<file path="config.mk">
export PLATFORM = sky130hd
export DESIGN_NAME = tick_divider_ctl
export DESIGN_NICKNAME = d
export VERILOG_FILES = /design/src/rtl/tick_divider_ctl.sv
export SDC_FILE = /design/constraint.sdc
export NUM_CORES = 1
export LEC_CHECK = 0
export ABC_AREA = 1
export ABC_CLOCK_PERIOD_IN_PS = 3050
export CELL_PAD_IN_SITES_DETAIL_PLACEMENT = 1
export CELL_PAD_IN_SITES_GLOBAL_PLACEMENT = 1
export CORE_MARGIN = 2
export CORE_UTILIZATION = 39
export DETAILED_ROUTE_END_ITERATION = 10
export PLACE_DENSITY_LB_ADDON = 0.25
export SLEW_MARGIN = 40
export SYNTH_ARGS = -nofsm -noshare
export SYNTH_HDL_FRONTEND = slang
export SYNTH_SLANG_ARGS = --single-unit
</file>
<file path="constraint.sdc">
create_clock -name clk -period 3.05 [get_ports clk]
set_input_delay 0.4575 -clock clk [delete_from_list [all_inputs] [get_ports clk]]
set_output_delay 0.4575 -clock clk [all_outputs]
set_load 0.005 [all_outputs]
</file>
<file path="src/rtl/tick_divider_ctl.sv">
// Parametrised tick divider: one-cycle tick plus near-50% divided square wave,
// double-buffered divisor applied at period boundaries, continuous/one-shot modes.
module tick_divider_ctl #(
  parameter int unsigned WIDTH     = 16,
  parameter int unsigned RESET_DIV = 0
) (
  input  logic             clk,
  input  logic             rst,
  input  logic             en,
  input  logic [WIDTH-1:0] divider,
  input  logic             div_load,
  input  logic             oneshot,
  input  logic             start,
  output logic             tick,
  output logic             clk_out,
  output logic             busy,
  output logic             load_pending,
  output logic [WIDTH-1:0] count
);

  localparam logic [WIDTH-1:0] RESET_DIV_W = WIDTH'(RESET_DIV);
  localparam logic [WIDTH-1:0] ONE         = WIDTH'(1);

  typedef enum logic {
    IDLE = 1'b0,
    RUN  = 1'b1
  } state_t;

  state_t           state_q, state_d;
  logic [WIDTH-1:0] cnt_q, cnt_d;
  logic [WIDTH-1:0] div_q, div_d;
  logic [WIDTH-1:0] div_s_q, div_s_d;
  logic             pend_q, pend_d;
  logic             tick_q, tick_d;
  logic             clk_out_q, clk_out_d;

  logic             term;
  logic             adv;
  logic             apply;

  // State, counter, divisor and output registers with synchronous reset.
  always_ff @(posedge clk) begin
    if (rst) begin
      state_q   <= IDLE;
      cnt_q     <= '0;
      div_q     <= RESET_DIV_W;
      div_s_q   <= '0;
      pend_q    <= 1'b0;
      tick_q    <= 1'b0;
      clk_out_q <= 1'b0;
    end else begin
      state_q   <= state_d;
      cnt_q     <= cnt_d;
      div_q     <= div_d;
      div_s_q   <= div_s_d;
      pend_q    <= pend_d;
      tick_q    <= tick_d;
      clk_out_q <= clk_out_d;
    end
  end

  // Next-state logic: FSM, counter, divisor buffering and square-wave phase.
  always_comb begin
    state_d   = state_q;
    cnt_d     = cnt_q;
    div_d     = div_q;
    div_s_d   = div_s_q;
    pend_d    = pend_q;
    tick_d    = 1'b0;
    clk_out_d = clk_out_q;

    term  = (cnt_q == div_q);
    adv   = (state_q == RUN) && en;
    apply = (state_q == IDLE) || (adv && term);

    case (state_q)
      IDLE: begin
        cnt_d = '0;
        if (!oneshot || start) state_d = RUN;
      end
      RUN: begin
        if (en) begin
          tick_d = term;
          cnt_d  = term ? '0 : cnt_q + ONE;
          if (term && oneshot) state_d = IDLE;
        end
      end
      default: state_d = IDLE;
    endcase

    if (div_load) begin
      div_s_d = divider;
      if (apply) begin
        div_d  = divider;
        pend_d = 1'b0;
      end else begin
        pend_d = 1'b1;
      end
    end else if (apply && pend_q) begin
      div_d  = div_s_q;
      pend_d = 1'b0;
    end

    // Phase is judged against the divisor in force next cycle so a freshly
    // applied divisor shapes the very first period after the boundary.
    if ((state_q == IDLE) || en) begin
      clk_out_d = (state_d == RUN) && (div_d != '0) && (cnt_d <= (div_d >> 1));
    end
  end

  assign tick         = tick_q;
  assign clk_out      = clk_out_q;
  assign busy         = (state_q == RUN);
  assign load_pending = pend_q;
  assign count        = cnt_q;

endmodule

</file>
# After elaboration in Yosys (flattened, before gate mapping)
# Cells that the tools add are included.
# Widths: inputs -> output; s select.
# word_totals
inputBits	22
out_inout_bits	20
register_bits	52
elab_cells	38
# classes
add_sub_neg	1
mux	13
magnitude_cmp	1
n_bitwise	2
eq_ne	1
reduce_logical	13
# ops
op	n
$mux 16	5
$pmux 16 s2	1
$add 16x1->16 const B	1
$eq 16x16->1	1
$le 16x15->1	1
$reduce_bool 16->1	1
$logic_and 1x1->1	6
$mux 1	6
$logic_or 1x1->1	3
$reduce_or 3->1	1
$not 1->1	2
$pmux 1 s2	1
$reduce_bool 2->1	1
$logic_not 1->1	1

# Longest topological paths before layout
# logic_depth
depth_word	9
ltp_mapped	25
depth_no_buf	24

# Worst setup path after synthesis
# OpenSTA, ideal clock, no wires.
# synth_timing
path_kind	reg-to-reg
start	reg cnt_q[3] (netlist: count[3])
end	reg clk_out_q (netlist: clk_out)
stages_incl_launch_ff	23
t_arrival_ns	2.798
path_slack_ns	0.181
n_path_buf	2
setup_time_ns	0.071
period_less_slack_ns	2.869
required_time_ns	2.979
cell_sequence	dfxtp_1 -> inv_2 -> nand2_1 -> nand2_1 -> nor2_1 -> nand2_1 -> nor2_2 -> nand3_4 -> nand2_8 -> buf_4 -> clkbuf_1 -> nor2_1 -> ha_1 -> a21oi_1 -> nor2_1 -> a211oi_1 -> o21ai_0 -> a21oi_1 -> nand2_1 -> a21oi_1 -> o21a_1 -> nand2_1 -> a21oi_1
# synth_between
word_cells_on_any_way	19
classes_between	add/sub (1); order compare (1); eq/ne (1); mux (9); reduce/logical (7)
# synth_lines
element	line_no	source
from (decl)	30	logic [WIDTH-1:0] cnt_q, cnt_d;
from (signal assigned)	53	cnt_q <= cnt_d;
$add 16x1->16 / $eq 16x16->1 (equally long branches)	84, 72	
$mux 16 *	84	cnt_d = term ? '0 : cnt_q + ONE;
$mux 16 *	82	if (en) begin
$pmux 16 s2 *	76	case (state_q)
net cnt_d[9]	30	
$le 16x15->1 *	107	clk_out_d = (state_d == RUN) && (div_d != '0) && (cnt_d <= (div_d >> 1));
$logic_and 1x1->1 *	107	
to (signal assigned)	58	clk_out_q <= clk_out_d;
to (decl)	35	logic clk_out_q, clk_out_d;
# Mark *: on every way through the listed nets, which the timed path passes. The rest lies on a longest branch.
# A chain may end at the register's enable or synchronous reset.

# Worst setup path in the final report
# layout_timing
start	reg cnt_q[10] (netlist: count[10])
end	reg clk_out_q (netlist: clk_out)
# layout_between
elab_chain_cells	9
word_cells_on_any_way	19
classes_between	add/sub (1); order compare (1); eq/ne (1); mux (9); reduce/logical (7)
# layout_rtl
element	line_no
parallel branches: the longest is 8 deep, another holds $add 16x1->16	-
$logic_and 1x1->1 *	107
# Every way passes the cells marked *.

==> summary.md <==
| Metric | Value |
|---|---|
| Int Power | 0.00116 W |
| Placed Instances | 707 |
| CP Buf/Inv Count | 5 |
| Setup WS pre-CTS | -0.730 ns |
| Seq pwr share | 0.411 |
| Max stage delay on crit path | 0.45 ns |
| Met1 WL | 6060 um |
| Yosys cell types | 29 |
| Reg area | 0.00107 mm^2 |
| Final worst path period share | 1.09 |
| Die X | 95.4 um |
| Synth Area in Adders | 0.0614 |
| Final Hold Fails | 0 |
| Reg clk slew, reported paths | 0.12 ns |
| RSZ-0062 raised after global routing | true |
| Synth area leader | dfxtp_1 |
| Net Count, Synth | 546 |
| Most frequent cells after synthesis | nand2_1, inv_1, nor2_1, dfxtp_1, nand3_1 |
| Largest net degree at the start of global routing | 25 |
| Area grow syn2layout | 47.5% |
| Pleak | 2.17 nW |
| Die height | 95.4 um |
| Port bufs | 41 |
| GRT overflow | 0 |
| Post-DRT Antenna Nets | 0 |
| DR WL/cell | 20.4 um |
| Io pins | 42 |
| Placer's final routability congestion estimate | 0.900 |
| Initial DRC count | 193 |
| # DRC | 0 |
| Avg Inst Size Synth | 6.41 um^2 |
| DIE AREA | 0.00910 mm^2 |
| Htree depth | 2 |
| Worst Slack Setup Final | -0.281 ns |
| Final setup viols | 1 |
| Synth Warn # | 0 |
| Startpoint Class | register |
| Fill cells | 1063 |
| Clock Sinks | 52 |
| Multi-input gate area | 0.00205 mm^2 |
| Status | finished with violations |
| Initial Utilization | 0.399 |
| Number of global-route vias before repair | 3884 |
| Maximum buffer depth of the clock tree | 2 |
| Top-count cell post-synth | nand2_1 |
| Clock power frac | 0.251 |
| Post-synthesis mux area share | 0 |
| Rows | 33 |
| Slowest cell on crit path | dfxtp_1 |
| Setup TNS Final | -0.281 ns |
| Syn Inst Count | 508 |
| Top cell type's share of synthesized area | 0.320 |
| Post-layout nets | 662 |
| Synth area leaders | dfxtp_1, nand2_1, inv_1 |
| CTS root buf | clkbuf_8 |
| Failing checks | negative setup slack |
| Asr flop ratio synth | 0 |
| Worst Hold Class | reg -> reg |
| Worst Path Required | 3.28 ns |
| Routed wire length | 14900 um |
| Global Route Usage Sum | 0.276 |
| Sw Pwr | 0.000639 W |
| CP arrival | 3.56 ns |
| Compound-Gate Fraction of Synth Area | 0.113 |
| Max-cap violations | 0 |
| Worst Skew | 0.0219 ns |
| Crit. End Element | register |
| Crit Path Class | reg -> reg |
| Most used cell, CP | nand2_1 |
| Via density | 5.55 |
| Ys flop type | dfxtp_1 |
| Pwr/cell area | 374 mW/mm^2 |
| CP top delay family | simple AND/OR/NAND/NOR gates |
| Met3 WL post-DR | 843 um |
| Vias | 4048 |
| First-pass GRT wire length | 19300 um |
| Worst-path maximum fanout | 5 |
| N_diodes | 0 |
| Hold Buf Count CTS | 0 |
| Pre-antenna DRT Iters | 5 |
| Sequential area share after synthesis | 0.320 |
| Simple-gate share of the synthesized area | 0.350 |
| Clk_lat worst skew | 0.33 ns |
| Core outline area | 0.00818 mm^2 |
| Tmin final | 3.33 ns |
| Initial antenna violation count | 0 |
| Syn Std Cell Area | 0.00326 mm^2 |
| Post-Layout Cell Count | 730 |
| Yosys reg bits | 52 |
| Placed wire-length estimate | 9120 um |
| VDD IR-drop max | 0.000204 V |
| Post-synth EDFFs | 0 |
| CTS tree | built |
| Post-Synth XOR/XNOR Area | 0.0323 |
| Uppermost layer routed | met4 |
| CTS Buf Count | 5 |
| Worst-Margin Slew | 0.593 ns |
| Sw frac | 0.355 |
| Combinational share of power | 0.338 |
| Rel. slew slack | 0.604 |
| Hold_ws | 0.468 ns |
| Slew Limit Fails | 0 |
| Met2 WL post-DR | 7310 um |
| Layout cell share with drive strength beyond 1 | 0.286 |
| Tot Pwr | 0.00180 W |
| Largest family of logic cells by synthesized area | simple AND/OR/NAND/NOR gates |
| Max Clk Rate | 300 MHz |
## power by group through the flow
| stage | Combinational, W | Sequential, W | Clock [W] |
|---|---|---|---|
| 6_report | 0.000609 | 0.000739 | 0.000452 |
| 3_3_place_gp | 0.000449 | 0.000749 | 0 |
| 3_5_place_dp | 0.000469 | 0.000751 | 0 |
| 5_1_grt | 0.000651 | 0.000741 | 0.000487 |
| 4_1_cts | 0.000492 | 0.000735 | 0.000452 |
| 2_1_floorplan | 0.000263 | 0.000745 | 0 |
## cell type report
| type | instances | area share |
|---|---|---|
| repair buffers | 130 | 0.246 |
| multi-input cells | 361 | 0.427 |
| clock inverters | 1 | 0.00156 |
| clock buffers | 7 | 0.0180 |
| well taps | 105 | 0.0273 |
| flip-flops and latches | 52 | 0.222 |
| inverters | 74 | 0.0583 |
## cells by family after synthesis
group	count (synthesis)
and+or+nand+nor	262
buffers and inverters	96
AOI/OAI and AO/OA	70
DFF	52
adders and majority gates	16
xor gates and xnor gates	12
## layer usage
metal / vias to the layer above / GRT usage
met1: 1968 / 0.359
met5: - / 0
li1: 1841 / -
met2: 175 / 0.458
met4: 0 / 0.111
met3: 64 / 0.0435
## repair_timing
action / in CTS / in global routing
gates resized for setup: 34 / 57
buffers inserted: 6 / 6
setup endpoints to repair: 1 / 1
pin swaps: 17 / 31
cloned: 0 / 3
## sequential cells by signal, indices dropped and copies added, names as in the netlist
signal / cells
count: 16
div_q: 16
div_s_q: 16
busy: 1
clk_out: 1
load_pending: 1
tick: 1
## path summary, 6_finish.rpt
| check | slack, ns | end | depth (start not counted) | start |
|---|---|---|---|---|
| setup reg to reg | -0.28 | clk_out | 26 | count[10] |
| hold reg to reg | 0.47 | div_s_q[8] | 2 | div_s_q[8] |
| hold / removal | 0.47 | div_s_q[8] | 2 | div_s_q[8] |
| setup / recovery | -0.28 | clk_out | 26 | count[10] |
## worst reg2reg max path, cell delays in order, from the launching register on
cell and delay [ns]:
dfxtp_1 0.45, inv_2 0.10, nand2_1 0.09, nand2_1 0.06, nor2_1 0.08, nand2_1 0.12
nor2_4 0.15, nand3_4 0.14, nand2_8 0.16, buf_6 0.12, buf_4 0.10, nand2_1 0.04
o21ai_1 0.09, nand2_1 0.08, nand2_1 0.12, inv_1 0.09, ha_1 0.30, nand2_1 0.06
inv_1 0.08, nand3_1 0.11, o211ai_1 0.24, nand2_1 0.09, nand2_1 0.08, a21oi_2 0.05
o21a_1 0.11, nand2_1 0.06, a21oi_1 0.05
## placed cells by master (no fill, tap or decap), types with 3 or more instances in the layout
| master | instances |
|---|---|
| nand2_1 | 117 |
| buf_4 | 78 |
| inv_1 | 55 |
| nor2_1 | 51 |
| nand3_1 | 40 |
| clkdlybuf4s50_1 | 40 |
| dfxtp_1 | 37 |
| o21ai_0 | 28 |
| a21oi_1 | 22 |
| inv_2 | 17 |
| nor3_1 | 17 |
| nand2_2 | 14 |
| dfxtp_2 | 12 |
| xor2_1 | 10 |
| ha_1 | 9 |
| nor2_2 | 7 |
| o21ai_1 | 6 |
| ha_4 | 6 |
| clkbuf_8 | 6 |
| a21oi_2 | 5 |
| nor4_1 | 4 |
| buf_6 | 4 |
| buf_12 | 4 |
| o211ai_1 | 3 |
| dfxtp_4 | 3 |
## metrics by stage
| step | cell area (um^2) | util |
|---|---|---|
| 2_1_floorplan | 3260 | - |
| 3_3_place_gp | 4270 | 0.523 |
| 3_5_place_dp | 4270 | 0.523 |
| 4_1_cts | 4480 | 0.548 |
| 5_1_grt | 4810 | 0.588 |
| 6_report | 4810 | 0.588 |
Power figures use the tool's default switching activity.
